===== config.mk =====
export PLATFORM = sky130hd
export DESIGN_NAME = spike_rate_decoder_flat
export DESIGN_NICKNAME = d
export VERILOG_FILES = /design/src/rtl/spike_dec_pkg.sv /design/src/rtl/spike_rate_decoder_if.sv /design/src/rtl/spike_edge_detect.sv /design/src/rtl/spike_rate_decoder.sv /design/src/flat_wrapper.sv
export SDC_FILE = /design/constraint.sdc
export NUM_CORES = 1
export LEC_CHECK = 0
export ABC_AREA = 1
export CORE_MARGIN = 2
export CORE_UTILIZATION = 49
export DETAILED_ROUTE_END_ITERATION = 8
export PLACE_DENSITY = 0.71
export SLEW_MARGIN = 5
export SYNTH_ARGS = -nofsm -noshare
export SYNTH_HDL_FRONTEND = slang
export SYNTH_HIERARCHICAL = 1
export SYNTH_SLANG_ARGS = --single-unit

===== constraint.sdc =====
create_clock -name clk -period 1.5 [get_ports clk]
set_clock_uncertainty 0.15 [all_clocks]
set_input_delay 0.15 -clock clk [delete_from_list [all_inputs] [get_ports clk]]
set_output_delay 0.15 -clock clk [all_outputs]
set_load 0.05 [all_outputs]

===== src/rtl/spike_dec_pkg.sv =====
// spike_dec_pkg: shared state type, default widths and saturating increment for the spike rate decoder.
package spike_dec_pkg;
   typedef enum logic {IDLE, COUNT} spk_dec_state_t;
   localparam int SPK_WIN_W = 8;
   localparam int SPK_CNT_W = 8;
   function automatic logic [31:0] sat_inc(input logic [31:0] v, input logic [31:0] max_v, input logic inc);
      return (inc && v < max_v) ? v + 32'd1 : v;
   endfunction
endpackage


===== src/rtl/spike_rate_decoder_if.sv =====
// spike_rate_decoder_if: rate word valid/ready output bus; SPIKE_ISI_EN adds the inter-spike-interval outputs.
interface spike_rate_decoder_if #(
   parameter int CNT_W = spike_dec_pkg::SPK_CNT_W
`ifdef SPIKE_ISI_EN
   , parameter int WIN_W = spike_dec_pkg::SPK_WIN_W
`endif
);
   logic [CNT_W-1:0] rate;
   logic rate_valid;
   logic rate_ready;
   logic overrun;
`ifdef SPIKE_ISI_EN
   logic [WIN_W-1:0] isi;
   logic isi_valid;
   modport master (output rate, rate_valid, overrun, isi, isi_valid, input rate_ready);
   modport slave (input rate, rate_valid, overrun, isi, isi_valid, output rate_ready);
`else
   modport master (output rate, rate_valid, overrun, input rate_ready);
   modport slave (input rate, rate_valid, overrun, output rate_ready);
`endif
endinterface


===== src/rtl/spike_edge_detect.sv =====
// spike_edge_detect: one-cycle delayed copy of the spike stream and its rising-edge strobe.
module spike_edge_detect (
   input  logic clk,
   input  logic rst_n,
   input  logic spike_in,
   output logic rise
);
   logic spk_d;
   always_ff @(posedge clk or negedge rst_n)
      if (!rst_n) spk_d <= 1'b0;
      else spk_d <= spike_in;
   assign rise = spike_in & ~spk_d;
endmodule


===== src/rtl/spike_rate_decoder.sv =====
// spike_rate_decoder: counts spike rising edges over back-to-back programmable windows and emits per-window rate words.
// Define SPIKE_ISI_EN to add the inter-spike-interval outputs (isi, isi_valid).
module spike_rate_decoder
   import spike_dec_pkg::*;
#(
   parameter int WIN_W = SPK_WIN_W,
   parameter int CNT_W = SPK_CNT_W
) (
   input  logic             clk,
   input  logic             rst_n,
   input  logic             en,
   input  logic             spike_in,
   input  logic [WIN_W-1:0] window_len,
   spike_rate_decoder_if.master rif
);
   spk_dec_state_t state;
   logic [WIN_W-1:0] win_cnt, win_len_q;
   logic [CNT_W-1:0] spk_cnt, spk_next;
   logic rise, counted, term, xfer;
   spike_edge_detect u_edge (.clk, .rst_n, .spike_in, .rise);
   assign counted = state == COUNT && en && rise;
   assign term = state == COUNT && en && win_cnt == win_len_q;
   assign spk_next = CNT_W'(sat_inc(32'(spk_cnt), 32'({CNT_W{1'b1}}), counted));
   assign xfer = rif.rate_valid && rif.rate_ready;
   always_ff @(posedge clk or negedge rst_n) begin
      if (!rst_n) begin
         state <= IDLE;
         win_cnt <= '0;
         win_len_q <= '0;
         spk_cnt <= '0;
         rif.rate <= '0;
         rif.rate_valid <= 1'b0;
         rif.overrun <= 1'b0;
      end else begin
         case (state)
            IDLE: begin
               rif.overrun <= 1'b0;
               win_cnt <= '0;
               spk_cnt <= '0;
               if (en) begin
                  state <= COUNT;
                  win_len_q <= window_len;
               end
            end
            COUNT: begin
               if (!en) begin
                  state <= IDLE;
                  win_cnt <= '0;
                  spk_cnt <= '0;
               end else if (term) begin
                  win_cnt <= '0;
                  spk_cnt <= '0;
                  win_len_q <= window_len;
               end else begin
                  win_cnt <= win_cnt + 1'b1;
                  spk_cnt <= spk_next;
               end
            end
            default: state <= IDLE;
         endcase
         // A load wins over a transfer; only an unconsumed word being replaced is an overrun
         if (term) begin
            rif.rate <= spk_next;
            rif.rate_valid <= 1'b1;
            if (rif.rate_valid && !rif.rate_ready) rif.overrun <= 1'b1;
         end else if (xfer) begin
            rif.rate_valid <= 1'b0;
         end
      end
   end
`ifdef SPIKE_ISI_EN
   logic [WIN_W-1:0] isi_cnt;
   logic isi_seen;
   // isi_cnt holds the distance from the last counted edge to the current cycle
   always_ff @(posedge clk or negedge rst_n) begin
      if (!rst_n) begin
         isi_cnt <= '0;
         isi_seen <= 1'b0;
         rif.isi <= '0;
         rif.isi_valid <= 1'b0;
      end else if (state == IDLE) begin
         isi_cnt <= '0;
         isi_seen <= 1'b0;
         rif.isi_valid <= 1'b0;
      end else begin
         rif.isi_valid <= counted && isi_seen;
         if (counted) begin
            isi_seen <= 1'b1;
            isi_cnt <= WIN_W'(1);
            if (isi_seen) rif.isi <= isi_cnt;
         end else if (isi_seen) begin
            isi_cnt <= WIN_W'(sat_inc(32'(isi_cnt), 32'({WIN_W{1'b1}}), 1'b1));
         end
      end
   end
`endif
endmodule


===== src/flat_wrapper.sv =====
// flat-port wrapper written by rule: the top's interface ports become plain ports
module spike_rate_decoder_flat import spike_dec_pkg::*;
#(
   parameter int WIN_W = SPK_WIN_W,
   parameter int CNT_W = SPK_CNT_W
)
  (clk, rst_n, en, spike_in, window_len, rif_rate, rif_rate_valid, rif_overrun, rif_rate_ready);
  spike_rate_decoder_if #(.CNT_W(CNT_W)) rif_i ();
  input  logic clk;
  input  logic rst_n;
  input  logic en;
  input  logic spike_in;
  input  logic [WIN_W-1:0] window_len;
  output wire logic [$bits(rif_i.rate)-1:0] rif_rate;
  output wire logic [$bits(rif_i.rate_valid)-1:0] rif_rate_valid;
  output wire logic [$bits(rif_i.overrun)-1:0] rif_overrun;
  input wire logic [$bits(rif_i.rate_ready)-1:0] rif_rate_ready;
  assign rif_rate = rif_i.rate;
  assign rif_rate_valid = rif_i.rate_valid;
  assign rif_overrun = rif_i.overrun;
  assign rif_i.rate_ready = rif_rate_ready;
  spike_rate_decoder #(.WIN_W(WIN_W), .CNT_W(CNT_W)) u_core (.clk(clk), .rst_n(rst_n), .en(en), .spike_in(spike_in), .window_len(window_len), .rif(rif_i));
endmodule

==> results of run 1 <==
[synth_stat cells (all sizes together)]
cell type	count	area [um2]
inv	34	130
nand3b	1	7.51
dfrtp	36	901
buf	3	33.8
nor2	22	105
xor2	7	61.3
ha	2	25.0
o21ai	9	56.3
nor3	2	10.0
nand3	23	140
nand2	78	313
xnor2	6	52.6
nand4	3	18.8
clkbuf	1	3.75
[sequential cells by signal, indices dropped and copies added, names as in the netlist]
name	count
u_core/rif.rate	8
u_core/spk_cnt	8
u_core/u_edge/spk_d	1
u_core/rif.overrun	1
u_core/rif.rate_valid	1
u_core/win_cnt	8
u_core/win_len_q	8
u_core/state	1
[area by class of cell]
class / instances / area, um2 / share of cell area [%]
clock buffers: 5 / 68.8 / 2.51
clock inverters: 3 / 42.5 / 1.55
inverters: 34 / 135 / 4.92
multi-input cells: 154 / 982 / 35.8
flip-flops and latches: 36 / 901 / 32.8
well taps: 48 / 60.1 / 2.19
repair buffers: 46 / 554 / 20.2
[routing by layer]
layer  vias to the layer above  wire length (um)  GRT usage, %
met1                       758              1940          28.5
li1                        799                 -             -
met2                        62              2190          33.8
met3                         8               224          5.31
met5                         -                 0             0
met4                         0                59          7.55
[critical path, stage by stage (launching register included)]
cell	delay, ps
dfrtp_1	420
ha_4	190
nand2_4	80
nor2_4	40
nand2_2	80
nand2_4	100
inv_6	110
nand2_1	80
nand2_1	90
nand2_1	70
nand2_1	60
nand2_1	50
[through the flow]
step	instance area, um2	cells	setup WS [ps]
floorplan	1860	227	27.9
finish	2740	326	-104
detailed placement	2390	314	-183
global route	2740	326	-199
global placement	2390	314	-140
CTS	2560	323	-61.9
[logic make-up after synthesis]
family | share of synthesized area [%]
compound gates | 3.03
xor+xnor | 6.13
fa+ha+maj | 1.35
buf+inv | 9.02
flops | 48.5
simple gates | 32.0
[repair_timing]
action | in CTS | in global routing
resized for setup | 12 | 38
buffers inserted | 0 | 2
hold buffers | 0 | 0
pin swaps | 9 | 18
endpoints found under the setup margin | 31 | 33
gates cloned | 1 | 1
[path summary, 6_finish.rpt]
check / start / to / slack [ps] / cells after the start
min: rst_n / u_core/rif.overrun / 80 / 2
max in group asynchronous: rst_n / u_core/spk_cnt[0] / 950 / 2
min in group clk: spike_in / u_core/u_edge/spk_d / 180 / 1
max reg2reg: u_core/spk_cnt[0] / u_core/rif.rate[5] / -100 / 11
max: u_core/spk_cnt[0] / u_core/rif.rate[5] / -100 / 11
min reg2reg: u_core/win_len_q[6] / u_core/win_len_q[6] / 390 / 2
[where the power goes]
part | switching, mW | internal (mW) | leakage [nW]
clock | 0.354 | 0.492 | 0.0541
sequential | 0.0400 | 1.01 | 0.484
combinational | 0.195 | 0.170 | 0.812
total | 0.589 | 1.67 | 1.35
==> flow_metrics.py, run 1 <==
metrics = {
    "worst_setup_path": {
        "worstSetupStartpointType": "flop",
        "crit_arrival_ps": 1640,
        "crit_fanout": 8,
        "setup.worst_path.end_class": "flop",
        "required_ps": 1530,
        "critPathKind": "reg -> reg",
    },
    "yosys": {
        "ys_types": 22,
        "synth_seq_cells": 36,
        "synth_cells": 227,
        "synth-seq-area-share_pct": 48.5,
        "synth_area_mm2": 0.00186,
        "synthesis.nets": 242,
        "avgSynthCellArea_um2": 8.19,
        "ys_warn_count": 6,
    },
    "global_routing": {
        "gr-total-overflow": 0,
        "grt_max_degree": 37,
        "grt_pass1_wl_um": 6880,
        "grt_pass1_vias": 1542,
        "antenna_found_initial": 0,
        "grt_usage_pct": 21.3,
    },
    "detailed_routing": {
        "vias": 1627,
        "post_drt_wl_per_cell_um": 13.5,
        "wl_um": 4410,
        "antenna_left": 0,
        "drt_pass1_iterations": 4,
        "drcViolationCount": 0,
        "first_iter_violations": 88,
        "vias_per_cell": 4.99,
    },
    "floorplan": {
        "initial_core_util_pct": 50.8,
        "dieArea_mm2": 0.00430,
        "die_h_um": 65.6,
        "die_w_um": 65.6,
        "pin_count": 23,
        "fp.coreArea_mm2": 0.00366,
        "rows": 22,
    },
    "cts": {
        "cts_tree": "built",
        "insertion_delay_ps": 280,
        "htree_num_levels": 2,
        "cts.clk_slew.worst_paths_ps": 70,
        "cts_buffers": 5,
        "cts-root-buf": "clkbuf_8",
        "clock_path_buffers": 2,
        "clock_sinks": 36,
    },
    "placement": {
        "routabilityCongestion": 0.871,
        "dp_hpwl_um": 2660,
        "portBuffers": 22,
    },
    "sta": {
        "finalSetupViolations": 24,
        "fin_crit_ps": 1600,
        "finalHoldViolations": 0,
        "whs_ps": 77.7,
        "worst_slack_ps": -104,
        "report.final.slew_viol_count": 0,
        "finalCritPeriodShare_pct": 107,
        "setup_tns_ps": -700,
        "rsz0062_at_grt": "true",
        "fmax_ghz": 0.623,
        "worst_slew_pin_slew_ps": 409,
        "slew_headroom_pct": 72.6,
    },
    "cells_and_area": {
        "fillers": 241,
        "syn_to_final_growth_pct": 47.7,
        "layout_common_cells": "65 x nand2_1, 36 x dfrtp_1, 28 x inv_1, 18 x buf_4, 14 x nand3_2",
        "final_common_cell": "nand2_1",
        "nets": 292,
        "drive_above_1_share_pct": 34.5,
        "diodes": 0,
        "final_util_pct": 74.9,
    },
    "power": {
        "vdd_drop_max_mv": 0.673,
        "finalPower_mw": 2.26,
        "p_leak_nw": 1.35,
        "powerDensity_mw_per_mm2": 825,
    },
    "flow_run": {
        "cap_violations": 0,
    },
    "min_path": {
        "min_path_type": "in -> async",
    },
    "status": {
        "status": "complete, but fails checks",
        "violations": "negative setup slack",
    },
}
Power figures use the tool's default switching activity.
==> inputs of run 2 (changes only) <==
CORE_MARGIN = 10   (was 2)
CORE_UTILIZATION = 40   (was 49)
PLACE_DENSITY = 0.59   (was 0.71)
==> flow_metrics.py, run 2 (same netlist as run 1, synthesis figures left out) <==
metrics = {
    "worst_setup_path": {
        "critPathKind": "reg -> reg",
        "worst-r2r-cell-count": 7,
        "worstSetupStartpointType": "flop",
        "slowest_stage": "dfrtp_1",
        "reg2reg_slack_ps": -30,
        "setup.worst_path.end_class": "flop",
        "crit_start": "u_core/win_cnt[3]",
        "crit_fanout": 8,
        "path_delay_family": "simple AND/OR/NAND/NOR gates",
        "r2r-end": "u_core/spk_cnt[2]",
        "cp_num_cells": 7,
        "crit_arrival_ps": 1560,
        "worstPathCellList": "xnor2_2, nand2_2, nor2_4, buf_12, nand2_8, nand3_4, nor2_1",
        "required_ps": 1530,
        "cp-endpoint": "u_core/spk_cnt[2]",
        "cpPeakStageDelay_ps": 420,
        "timing.rr.start": "u_core/win_cnt[3]",
        "cp_num_buf_inv": 1,
    },
    "sta": {
        "finalHoldViolations": 0,
        "fin_crit_ps": 1530,
        "whs_ps": 166,
        "slew_headroom_pct": 72.2,
        "rsz0062_at_grt": "true",
        "finalCritPeriodShare_pct": 102,
        "worst_slack_ps": -32.6,
        "finalSetupViolations": 21,
        "setup_tns_ps": -376,
        "report.final.slew_viol_count": 0,
        "fmax_ghz": 0.652,
        "worst_slew_pin_slew_ps": 417,
    },
    "cells_and_area": {
        "regArea_um2": 901,
        "syn_to_final_growth_pct": 44.2,
        "multi_input_area_um2": 930,
        "fillers": 381,
        "diodes": 0,
        "drive_above_1_share_pct": 31.8,
        "final_area_mm2": 0.00268,
        "final_util_pct": 60.7,
        "nets": 295,
        "layout_common_cells": "68 x nand2_1, 36 x dfrtp_1, 29 x inv_1, 21 x buf_4",
        "final_common_cell": "nand2_1",
    },
    "placement": {
        "routabilityCongestion": 0.849,
        "dp_hpwl_um": 2910,
        "portBuffers": 22,
        "pre_cts_slack_ps": -169,
        "placed_cell_area_mm2": 0.00238,
    },
    "global_routing": {
        "gr-total-overflow": 0,
        "grt_pass1_wl_um": 7040,
        "grt_max_degree": 21,
        "grt_pass1_vias": 1515,
        "antenna_found_initial": 0,
        "grt_usage_pct": 11.5,
    },
    "power": {
        "share_comb_of_total_power_pct": 16.3,
        "power.share.clock_pct": 34.7,
        "p_int_mw": 1.59,
        "p_sw_mw": 0.560,
        "vdd_drop_max_mv": 0.456,
        "powerDensity_mw_per_mm2": 801,
        "p_sw_share_pct": 26.1,
        "power_frac_seq_pct": 48.9,
        "p_leak_nw": 1.31,
    },
    "cts": {
        "cts_tree": "built",
        "cts.clk_slew.worst_paths_ps": 70,
        "cts_buffers": 5,
        "insertion_delay_ps": 290,
        "cts-root-buf": "clkbuf_8",
        "clock_sinks": 36,
        "htree_num_levels": 2,
        "clock_path_buffers": 2,
    },
    "detailed_routing": {
        "vias": 1523,
        "antenna_left": 0,
        "vias_per_cell": 4.59,
        "drcViolationCount": 0,
        "wl_um": 4130,
        "first_iter_violations": 45,
        "post_drt_wl_per_cell_um": 12.4,
        "drt_pass1_iterations": 4,
    },
    "floorplan": {
        "fp.coreArea_mm2": 0.00441,
        "die_w_um": 88.2,
        "die_h_um": 88.2,
        "initial_core_util_pct": 42.1,
        "dieArea_mm2": 0.00777,
        "rows": 24,
        "pin_count": 23,
    },
    "status": {
        "status": "complete, but fails checks",
        "violations": "negative setup slack",
    },
    "flow_run": {
        "cap_violations": 0,
    },
    "min_path": {
        "min_path_type": "in -> reg",
    },
}
==> run 2: changes by cell type in the layout (fill, tap and decap cells not counted), moves of 3 or more <==
cell     delta
nand3_1     +5
nand3_2     -5
buf_4       +3
nand2_1     +3
==> run 2: final cells by class <==
class	instances	area share (%)
multi-input cells	154	34.7
flip-flops and latches	36	33.6
repair buffers	49	20.8
inverters	34	4.86
clock buffers	7	3.60
well taps	52	2.43
==> run 2: timing repair <==
action | in CTS | in global routing
gates cloned | 1 | 0
hold buffers | 1 | 0
endpoints found under the setup margin | 31 | 32
pin swaps | 6 | 14
setup buffers | 1 | 3
hold endpoints to repair | 36 | 0
resized for setup | 12 | 25
==> run 2: worst register-to-register path, cell delays in order, from the launching register on <==
cell     delay [ps]
dfrtp_1         420
xnor2_2         180
nand2_2          80
nor2_4          170
buf_12          130
nand2_8          70
nand3_4         140
nor2_1           70
==> run 2: worst min-delay path by stage <==
stage / from / to / cells past startpoint
after floorplan: rst_n / u_core/rif.overrun / 0
after detailed placement: rst_n / u_core/win_cnt[2] / 1
after global routing: spike_in / u_core/u_edge/spk_d / 1
after global placement: rst_n / u_core/win_cnt[2] / 1
after CTS: spike_in / u_core/u_edge/spk_d / 1
final: spike_in / u_core/u_edge/spk_d / 1
==> run 2: power groups by stage <==
stage / Combinational, mW / Sequential (mW) / Clock [mW]
finish: 0.351 / 1.05 / 0.746
detailed placement: 0.295 / 1.07 / 0
global route: 0.387 / 1.06 / 0.815
floorplan: 0.148 / 1.07 / 0
global placement: 0.287 / 1.07 / 0
CTS: 0.332 / 1.05 / 0.782
==> run 2: metal layers <==
metal  up-vias  part of all wire, %  track usage [%]
met5         -                    0                0
met4         0                  2.3             5.99
met3         7                  4.4             3.44
met2        26                   43             16.9
met1       685                   50             15.0
li1        805                    -                -
==> run 2: through the flow <==
step	cells	power (mW)
after CTS	329	2.16
after global routing	332	2.26
after global placement	319	1.35
final	332	2.15
after floorplan	227	1.22
after detailed placement	319	1.36
==> inputs of run 3 (changes only) <==
DONT_BUFFER_PORTS = 1   (was unset)
PLACE_DENSITY = 0.52   (was 0.59)
==> flow_metrics.py, run 3 (same netlist as run 1, synthesis figures left out) <==
metrics = {
    "sta": {
        "fin_crit_ps": 1570,
        "report.final.slew_viol_count": 0,
        "finalCritPeriodShare_pct": 104,
        "finalSetupViolations": 19,
        "slew_headroom_pct": 59.6,
        "rsz0062_at_grt": "true",
        "worst_slack_ps": -66.7,
        "worst_slew_pin_slew_ps": 606,
        "finalHoldViolations": 0,
        "setup_tns_ps": -515,
        "fmax_ghz": 0.638,
    },
    "cells_and_area": {
        "syn_to_final_growth_pct": 36.4,
        "stdcell_count": 324,
        "layout_common_cells": "65 x nand2_1, 35 x dfrtp_1, 29 x inv_1, 23 x buf_4, 16 x nor2_1",
        "final_util_pct": 57.4,
        "drive_above_1_share_pct": 29.4,
        "final_common_cell": "nand2_1",
        "nets": 286,
        "diodes": 0,
    },
    "global_routing": {
        "grt_pass1_vias": 1428,
        "grt_pass1_wl_um": 6800,
        "grt_max_degree": 37,
        "antenna_found_initial": 0,
        "gr-total-overflow": 0,
        "grt_usage_pct": 10.9,
    },
    "detailed_routing": {
        "first_iter_violations": 103,
        "antenna_left": 0,
        "post_drt_wl_per_cell_um": 13.0,
        "drt_pass1_iterations": 5,
        "vias_per_cell": 4.65,
        "drcViolationCount": 0,
        "vias": 1506,
        "wl_um": 4220,
    },
    "worst_setup_path": {
        "crit_fanout": 8,
        "critPathKind": "reg -> reg",
        "required_ps": 1530,
        "worstSetupStartpointType": "flop",
        "crit_arrival_ps": 1600,
        "setup.worst_path.end_class": "flop",
        "worst-r2r-cell-count": 8,
    },
    "floorplan": {
        "fp.coreArea_mm2": 0.00441,
        "rows": 24,
        "initial_core_util_pct": 42.1,
        "die_w_um": 88.2,
        "pin_count": 23,
        "die_h_um": 88.2,
        "dieArea_mm2": 0.00777,
    },
    "power": {
        "p_sw_mw": 0.560,
        "p_sw_share_pct": 27.0,
        "p_leak_nw": 1.30,
        "vdd_drop_max_mv": 0.494,
        "power_frac_seq_pct": 51.6,
        "finalPower_mw": 2.07,
        "share_comb_of_total_power_pct": 13.8,
        "p_int_mw": 1.51,
        "power.share.clock_pct": 34.7,
        "powerDensity_mw_per_mm2": 818,
    },
    "status": {
        "status": "complete, but fails checks",
        "violations": "negative setup slack",
    },
    "cts": {
        "clock_sinks": 36,
        "cts_tree": "built",
        "cts-root-buf": "clkbuf_8",
        "clock_path_buffers": 2,
        "cts_buffers": 5,
        "cts.clk_slew.worst_paths_ps": 70,
        "htree_num_levels": 2,
        "insertion_delay_ps": 280,
    },
    "placement": {
        "portBuffers": 0,
        "dp_hpwl_um": 2680,
        "placed_cells": 294,
        "routabilityCongestion": 0.799,
        "pre_cts_slack_ps": -66.6,
    },
    "flow_run": {
        "cap_violations": 0,
    },
    "min_path": {
        "min_path_type": "in -> async",
    },
}
-- run 3: cell count changes in the layout (fill, tap and decap cells not counted), moves of 2 or more --
cell,before,now
nor2_2,8,3
o21ai_1,5,1
nand3_2,9,7
clkdlybuf4s50_1,11,0
nand2_2,7,9
o21ai_2,3,5
buf_4,21,23
nor3_2,2,0
nand2_1,68,65
nor3_1,0,2
buf_12,12,1
nor2_1,11,16
dlygate4sd3_1,1,11
-- run 3: critical path: stages (launching register included) --
cell and delay, ps:
dfrtp_1 390, ha_2 200, nand2_2 100, nor2_4 50, nand2_4 80, nand2_8 90, buf_4 170, o21ai_4 160
o21ai_2 70
-- run 3: area by class of cell --
type	count	area [um2]
flip-flops and latches	36	902
multi-input cells	154	960
repair buffers	40	378
clock buffers	7	86.3
well taps	52	65.1
inverters	34	135
fillers	371	1880
clock inverters	1	7.51
-- run 3: routing by layer --
layer	track usage, %	share of wire (%)
met5	0	0
met4	4.28	1.6
met2	15.3	44
met1	15.2	49
met3	3.44	5.0
-- run 3: what timing repair did --
action | in CTS | in global routing
gates resized for setup | 8 | 36
endpoints found under the setup margin | 20 | 32
pin swaps | 9 | 13
hold buffers | 13 | 0
hold endpoints to repair | 64 | 0
gates cloned | 0 | 2
setup buffers | 4 | 3
-- run 3: worst paths after layout --
path | to | from | slack, ps
max | u_core/rif.rate[1] | u_core/spk_cnt[0] | -70
min | u_core/win_cnt[1] | rst_n | 160
max reg2reg | u_core/rif.rate[1] | u_core/spk_cnt[0] | -70
min reg2reg | u_core/rif.rate[4] | u_core/rif.rate[4] | 330
max in group asynchronous | u_core/win_len_q[3] | rst_n | 850
min in group clk | u_core/spk_cnt[0] | en | 160
-- run 3: stage by stage --
stage	area [um2]	hold WS, ps
after floorplan	1860	-296
after global placement	2030	-294
after detailed placement	2030	-293
after CTS	2320	82.2
after global routing	2530	178
final	2530	162
-- run 3: power groups by stage --
stage / clock network, mW / logic [mW] / registers (mW)
2_1_floorplan: 0 / 0.148 / 1.07
3_3_place_gp: 0 / 0.176 / 1.08
3_5_place_dp: 0 / 0.177 / 1.08
4_1_cts: 0.736 / 0.242 / 1.06
5_1_grt: 0.789 / 0.317 / 1.07
6_report: 0.719 / 0.286 / 1.07
